### config.mk
export PLATFORM = sky130hd
export DESIGN_NAME = tile_unloader
export DESIGN_NICKNAME = d
export VERILOG_FILES = /design/src/rtl/tile_unloader_pkg.sv /design/src/rtl/tile_byte_mux.sv /design/src/rtl/tile_unloader.sv
export SDC_FILE = /design/constraint.sdc
export NUM_CORES = 1
export LEC_CHECK = 0
export BUFFER_PORTS_ARGS = -buffer_cell sky130_fd_sc_hd__buf_4
export CAP_MARGIN = 20
export CORE_MARGIN = 4
export CORE_UTILIZATION = 45
export DETAILED_ROUTE_END_ITERATION = 10
export PLACE_DENSITY = 0.69
export SLEW_MARGIN = 0
export SYNTH_ARGS = -nofsm -noshare
export SYNTH_HDL_FRONTEND = slang
export SYNTH_HIERARCHICAL = 1
export SYNTH_SLANG_ARGS = --single-unit
### constraint.sdc
create_clock -name clk -period 74.1 [get_ports clk]
set_input_delay 22.23 -clock clk [delete_from_list [all_inputs] [get_ports clk]]
set_output_delay 22.23 -clock clk [all_outputs]
set_load 0.005 [all_outputs]
### src/rtl/tile_unloader_pkg.sv
// Shared tile geometry and FSM encodings for the tile unloader and its companion tile RAM.
// Keeping them in one place guarantees both sides agree on byte packing order.
package tile_unloader_pkg;

  localparam int TILE_ROWS = 8;
  localparam int TILE_COLS = 8;
  localparam int TILE_CH   = 1;
  localparam int TILE_DW   = 8;
  localparam int TILE_N    = TILE_ROWS * TILE_COLS * TILE_CH;
  localparam int TILE_AW   = (TILE_N > 1) ? $clog2(TILE_N) : 1;

  localparam logic [0:0] ST_IDLE   = 1'b0;
  localparam logic [0:0] ST_STREAM = 1'b1;

endpackage

### src/rtl/tile_byte_mux.sv
// Combinational N:1 element selector over a flattened tile bus.
// Unmatched select values (only possible when N is not a power of two) yield zero.
module tile_byte_mux #(
  parameter int N  = 64,
  parameter int DW = 8,
  parameter int AW = 6
) (
  input  logic [AW-1:0]   sel,
  input  logic [N*DW-1:0] bus,
  output logic [DW-1:0]   data
);

  always_comb begin
    data = '0;
    for (int i = 0; i < N; i++) begin
      if (sel == AW'(i)) data = bus[i*DW +: DW];
    end
  end

endmodule

### src/rtl/tile_unloader.sv
// Parallel-in, element-serial-out tile unloader: captures a whole tile in one cycle,
// then streams it element by element with its linear index over a valid/ready handshake.
module tile_unloader
  import tile_unloader_pkg::*;
#(
  parameter  int ROWS = TILE_ROWS,
  parameter  int COLS = TILE_COLS,
  parameter  int CH   = TILE_CH,
  parameter  int DW   = TILE_DW,
  localparam int N    = ROWS * COLS * CH,
  localparam int AW   = (N > 1) ? $clog2(N) : 1
) (
  input  logic            clk,
  input  logic            rst,
  input  logic            load,
  input  logic [N*DW-1:0] din,
  output logic            busy,
  output logic            dout_valid,
  input  logic            dout_ready,
  output logic [DW-1:0]   dout,
  output logic [AW-1:0]   dout_addr,
  output logic            dout_last,
  output logic            done
);

  localparam logic [AW-1:0] LAST_IDX = AW'(N - 1);

  logic [0:0]      state;
  logic [AW-1:0]   idx;
  logic [N*DW-1:0] shadow;
  logic [DW-1:0]   sel_byte;
  logic            accept;
  logic            streaming;

  assign streaming = (state == ST_STREAM);
  assign accept    = streaming && dout_ready;

  // Shadow register is deliberately left unreset; it only matters once a load has been taken.
  always_ff @(posedge clk) begin
    if (!rst && (state == ST_IDLE) && load) shadow <= din;
  end

  always_ff @(posedge clk) begin
    if (rst) begin
      state <= ST_IDLE;
      idx   <= '0;
      done  <= 1'b0;
    end else begin
      done <= 1'b0;
      case (state)
        ST_IDLE: begin
          if (load) begin
            idx   <= '0;
            state <= ST_STREAM;
          end
        end
        ST_STREAM: begin
          if (accept) begin
            if (idx == LAST_IDX) begin
              idx   <= '0;
              state <= ST_IDLE;
              done  <= 1'b1;
            end else begin
              idx <= idx + 1'b1;
            end
          end
        end
        default: begin
          state <= ST_IDLE;
          idx   <= '0;
        end
      endcase
    end
  end

  tile_byte_mux #(
    .N  (N),
    .DW (DW),
    .AW (AW)
  ) u_mux (
    .sel  (idx),
    .bus  (shadow),
    .data (sel_byte)
  );

  // Outputs are zeroed whenever nothing valid is presented so a downstream RAM never sees stale data.
  assign busy       = streaming;
  assign dout_valid = streaming;
  assign dout       = streaming ? sel_byte : '0;
  assign dout_addr  = streaming ? idx : '0;
  assign dout_last  = streaming && (idx == LAST_IDX);

endmodule

After elaboration in Yosys (flattened, before gate mapping)
Cells that the tools add are included.

word-level totals
  register bits after elaboration = 520
  input port bits = 516
  memories = 0
  ROM bits = 0
  output and inout port bits = 18
  logic and storage cells = 155
  bits in latches = 0
  memory bits (writable) = 0

operators by class
  multiply operators = 0
  shifts and indexed selects = 0
  bitwise logic cells = 2
  div/mod/pow operators = 0
  equal/unequal tests = 65
  reduce and logical (&&, ||, !) cells = 8
  mux-type cells = 75
  order comparisons = 0
  add/sub/neg operators = 1

operators with widths
  kind                   number
  $mux W8                65
  $eq A6 B6 Y1 const B   32
  $eq A6 B5 Y1 const B   16
  $eq A6 B4 Y1 const B   8
  $eq A6 B3 Y1 const B   4
  $mux W6                4
  $eq A6 B2 Y1 const B   2
  $pmux W6 S2            1
  $add A6 B1 Y6 const B  1
  $eq A6 B1 Y1 const B   1
  $logic_not A6 Y1       1
  $logic_and A1 B1 Y1    4
  $mux W1                4
  $reduce_or A3 Y1       1
  $ne A2 B1 Y1 const B   1
  $ne A2 B2 Y1 const B   1
  $not A1 Y1             2
  $pmux W1 S2            1
  $reduce_and A2 Y1      1
  $logic_not A1 Y1       1

Depth between registers and ports, before layout
  depth in word-level cells = 66
  depth in mapped cells = 13
  depth with buffers taken out = 8

By module
Netlist, hierarchy kept.

modules (own cells, without submodules)
  module         times used  area each (um^2)  seq. area each (um^2)  cells an instance
  tile_unloader  1           15900.2           15534.9                571
  tile_byte_mux  1           6895.4            0.0                    1048

Worst setup path before layout
No wires, ideal clock.

  path type = input to register
  from = in rst
  to = reg shadow[0], enable pin
  path buffers = 1
  setup slack = 12808 ps
  arrival time = 59174 ps
  required time = 71982 ps
  setup time = 2118 ps
  cell stages on the path = 2
  cells stage by stage = clkbuf_2 -> nor3b_1

between the ends
  longest elaborated chain between the ends = 3

RTL lines
  item                               line                 RTL
  start: declaration                 tile_unloader.sv:14  input logic rst,
  $logic_not A1 Y1                   tile_unloader.sv:40  if (!rst && (state == ST_IDLE) && load) shadow <= din;
  $logic_and A1 B1 Y1 (2 in series)  tile_unloader.sv:40
  end signal: assignment             tile_unloader.sv:40
  end: declaration                   tile_unloader.sv:30  logic [N*DW-1:0] shadow;

Every way passes these cells.
A chain may end at the register's enable or synchronous reset.

Worst setup path in the final report
  from = reg idx[0]
  to = out dout[4]

between the ends
  longest elaborated chain between the ends = 66

RTL lines
  item                      line                 RTL
  start: declaration        tile_unloader.sv:29  logic [AW-1:0] idx;
  start signal: assignment  tile_unloader.sv:64  idx <= idx + 1'b1;
  $logic_not A6 Y1          tile_byte_mux.sv:16  if (sel == AW'(i)) data = bus[i*DW +: DW];
  $mux W8 (63 in series)    tile_byte_mux.sv:16
  $mux W8 *                 tile_byte_mux.sv:16
  via sel_byte[4]           tile_unloader.sv:31  logic [DW-1:0] sel_byte;
  $mux W8 *                 tile_unloader.sv:89  assign dout = streaming ? sel_byte : '0;
  end: declaration          tile_unloader.sv:20  output logic [DW-1:0] dout,

Mark *: on every way through the listed nets, which the timed path passes. The rest lies on a longest branch.

==> summary.md <==
| Metric | Value |
|---|---|
| Post-route core utilization | `0.5857` |
| Number of global-route vias before repair | `17210` |
| Part of the cycle the worst path needs | `0.3768` |
| Slew margin rel. | `0.2201` |
| Cell taking the most area after synthesis | `edfxtp_1` |
| # clock sinks | `520` |
| Final net count | `roughly 2600` |
| Pwr per Cell Area | `between 20 and 25 nW/um^2` |
| Simple-gate share of the synthesized area | `0.07992` |
| Clk slew on worst S/H paths | `around 0.06 ns` |
| IR drop worst, VDD | `0.00001955 V` |
| I/O Pins | `around 530` |
| WL/cell | `slightly above 30 um` |
| Worst-Skew Late Latency | `around 0.63 ns` |
| Critical Path RT | `between 50 and 60 ns` |
| Hold path cells | `1` |
| Crit path cell chain | `buf_4 > buf_4 > nand2_1 > buf_4 > o32ai_1 > o211ai_1 > a21oi_1 > o21ai_0 > a21oi_1 > nor3b_1 > and2_1 > buf_4` |
| Slowest stage delay, CP | `between 0.7 and 0.8 ns` |
| Layout cell share with drive strength beyond 1 | `0.3492` |
| Post-Syn Area per Cell | `~14 um^2` |
| Iteration-0 DRC Markers | `2324` |
| DPL Wire Length | `60810 um` |
| Synth Area in Compound Gates | `0.1459` |
| Worst Path Max Fanout | `67` |
| Register area share after synthesis | `0.6815` |
| Routed wire length | `just under 90000 um` |
| Resized Gates After CTS | `0` |
| CTS tree | `yes` |
| Leak | `between 10 and 15 nW` |
| Post-Syn Area | `roughly 23000 um^2` |
| Core ar. | `between 50000 and 60000 um^2` |
| Hold Crit Start | `idx[2]$_SDFFE_PP0P_` |
| Status | `completed` |
| Slowest CP cell | `dfxtp_4` |
| Row Count | `82` |
| CP Capture Type | `output port` |
| Most common cell after layout, fill and taps aside | `buf_4` |
| Cell count after synthesis | `roughly 1600` |
| Post-CTS Setup Bufs | `0` |
| CTS Buffer Depth | `3` |
| Reg2reg end | `shadow[457]$_DFFE_PP_` |
| Largest net degree at the start of global routing | `between 150 and 200` |
| Hold EP | `idx[2]$_SDFFE_PP0P_` |
| Post-synthesis mux area share | `0.05988` |
| Root Buffer | `clkbuf_16` |
| DR vias | `~17000` |
| Most frequent cells in the layout | `buf_4, edfxtp_1, o21ai_0` |
| Worst r2r src | `busy$_SDFF_PP0_` |
| Max-Cap Viols | `0` |
| Final Max Slew Viols | `0` |
| Fin Clk Skew | `0.02071 ns` |
| Die Height | `approximately 230 um` |
| Area contributors post-synth | `edfxtp_1, o21ai_0, mux2i_1, a21oi_1, mux2_2` |
| Critical Path Start Type | `register` |
| Unrepaired setup endpoints after global routing | `no` |
| # H-tree levels | `2` |
| Filler cells | `~4100` |
| Hold_buf cts | `0` |
| Die ar. | `54320 um^2` |
| Worst Hold Class | `register to register` |
| CP Class | `register to output port` |
| Top_reg_cell synth | `edfxtp_1` |
| Syn_nets | `roughly 2100` |
| Total grt overflow | `0` |
| Gpl congestion | `~0.95` |
| Synth top area share | `0.6745` |
| Fin Setup TNS | `0 ns` |
| Inserted Clock Buffers | `56` |
| Final ANT Viol Nets | `0` |
| Die Wd | `between 200 and 250 um` |
| Yosys warns | `6` |
| First-pass GRT wire length | `~120000 um` |
| Number of cells on the worst reg-to-reg path | `3` |
| # setup viols final | `0` |
| Max Freq | `approximately 0.036 GHz` |
| Main combinational cell family by area after synthesis | `compound AO/OA/AOI/OAI gates` |
| Fin crit period | `27.92 ns` |
| WHS | `0.6670 ns` |
| DR DRC count | `0` |
| Drt pass-1 iters | `5` |
| EDFF count, synth | `roughly 510` |
| Starting density of the core | `0.4553` |
| Antenna violations before repair | `2` |
| P&R area growth vs syn | `28.64%` |
| Most common cell on crit path | `buf_4` |
| GR Util All Layers | `0.3054` |
| Synthesis-stage register bit count | `520` |
| CP arrival | `5.69 ns` |
| Xor/xnor share of the synthesized area | `0` |
| I/O Buffers | `approximately 530` |
| Hold Vio Cnt, Final | `0` |
| Yosys cell types | `80` |
| Synth Area in Adders | `0.0005489` |
| R2R setup slack | `70.75 ns` |
| Post-synth ARST share | `0` |
| Worst-Margin Slew | `approximately 1.2 ns` |
| DR vias/cell | `between 6 and 7` |
==> cells by family after synthesis <==
| group | Yosys count |
|---|---|
| AOI/OAI and AO/OA | 507 |
| adders and majority gates | 1 |
| buffers and inverters | 151 |
| DFF | 520 |
| muxes | 114 |
| and+or+nand+nor | 326 |
==> sequential cells by signal (all words and copies together), names as in the netlist <==
register / flops
busy: 1
done: 1
idx: 6
shadow: 512
==> cell usage after synthesis (10+ instances only) <==
| library cell | instances |
|---|---|
| nand2b_1 | 15 |
| nor2b_1 | 15 |
| mux2i_1 | 61 |
| mux4_2 | 14 |
| o22ai_1 | 45 |
| edfxtp_1 | 512 |
| o221ai_1 | 12 |
| a211oi_1 | 18 |
| o21ai_0 | 125 |
| a31oi_1 | 19 |
| and2_1 | 13 |
| a22oi_1 | 14 |
| a311oi_1 | 11 |
| buf_2 | 68 |
| a221oi_1 | 15 |
| mux2_2 | 39 |
| buf_4 | 10 |
| o32ai_1 | 17 |
| nor3_1 | 45 |
| a32oi_1 | 10 |
| a2bb2oi_1 | 10 |
| nand3_1 | 26 |
| nand2_1 | 64 |
| nor2_1 | 72 |
| a21oi_1 | 108 |
| buf_1 | 15 |
| o211ai_1 | 26 |
| clkbuf_1 | 43 |
==> report_power, final <==
group          switching (mW)  internal, mW  leakage (nW)
logic                  0.0248        0.0243          4.44
registers             0.00533         0.337          4.81
clock network           0.122         0.188         0.990
==> metal layers <==
layer  wire, um  GRT usage  share of wire  vias to the layer above
li1           -          -              -                     7487
met5         11          0        0.00013                        -
met2      41210     0.4915           0.48                     1137
met4       3215     0.1126          0.037                        2
met1      33950     0.4196           0.39                     8698
met3       8054    0.05244          0.093                      159
==> worst max path at each step <==
stage	from	to	cells after the start
after floorplan	rst	shadow[0]$_DFFE_PP_	2
after global placement	idx[0]$_SDFFE_PP0P_	dout[4]	12
after detailed placement	idx[0]$_SDFFE_PP0P_	dout[4]	12
after CTS	idx[0]$_SDFFE_PP0P_	dout[4]	12
after global routing	idx[0]$_SDFFE_PP0P_	dout[4]	12
final	idx[0]$_SDFFE_PP0P_	dout[4]	12
==> area by class of cell <==
cell class,count,area (um^2),area share
repair buffers,567,4279,0.1459
clock inverters,43,585.6,0.01997
diodes,1,2.502,0.00008534
inverters,8,31.28,0.001067
well taps,672,840.8,0.02867
clock buffers,62,1455,0.04962
flip-flops and latches,520,15550,0.5302
multi-input cells,948,6583,0.2245
==> critical path, delay by kind of cell, from the launching register on <==
kind	cells	cell delay [ns]
AND/OR/NAND/NOR	3	0.96
AO/OA/AOI/OAI	5	1.38
flip-flops	1	0.72
buffers and inverters	4	1.88
==> metrics by stage <==
step	total power, mW	instances	setup WS, ns	cell area, um^2
2_1_floorplan	0.3771	1619	12.81	22800
3_3_place_gp	0.3963	2714	46.97	27280
3_5_place_dp	0.3966	2714	46.98	27280
4_1_cts	0.7041	2819	46.31	29320
5_1_grt	0.7206	2821	46.04	29320
6_report	0.7011	2821	46.18	29320
Power figures use the tool's default switching activity.
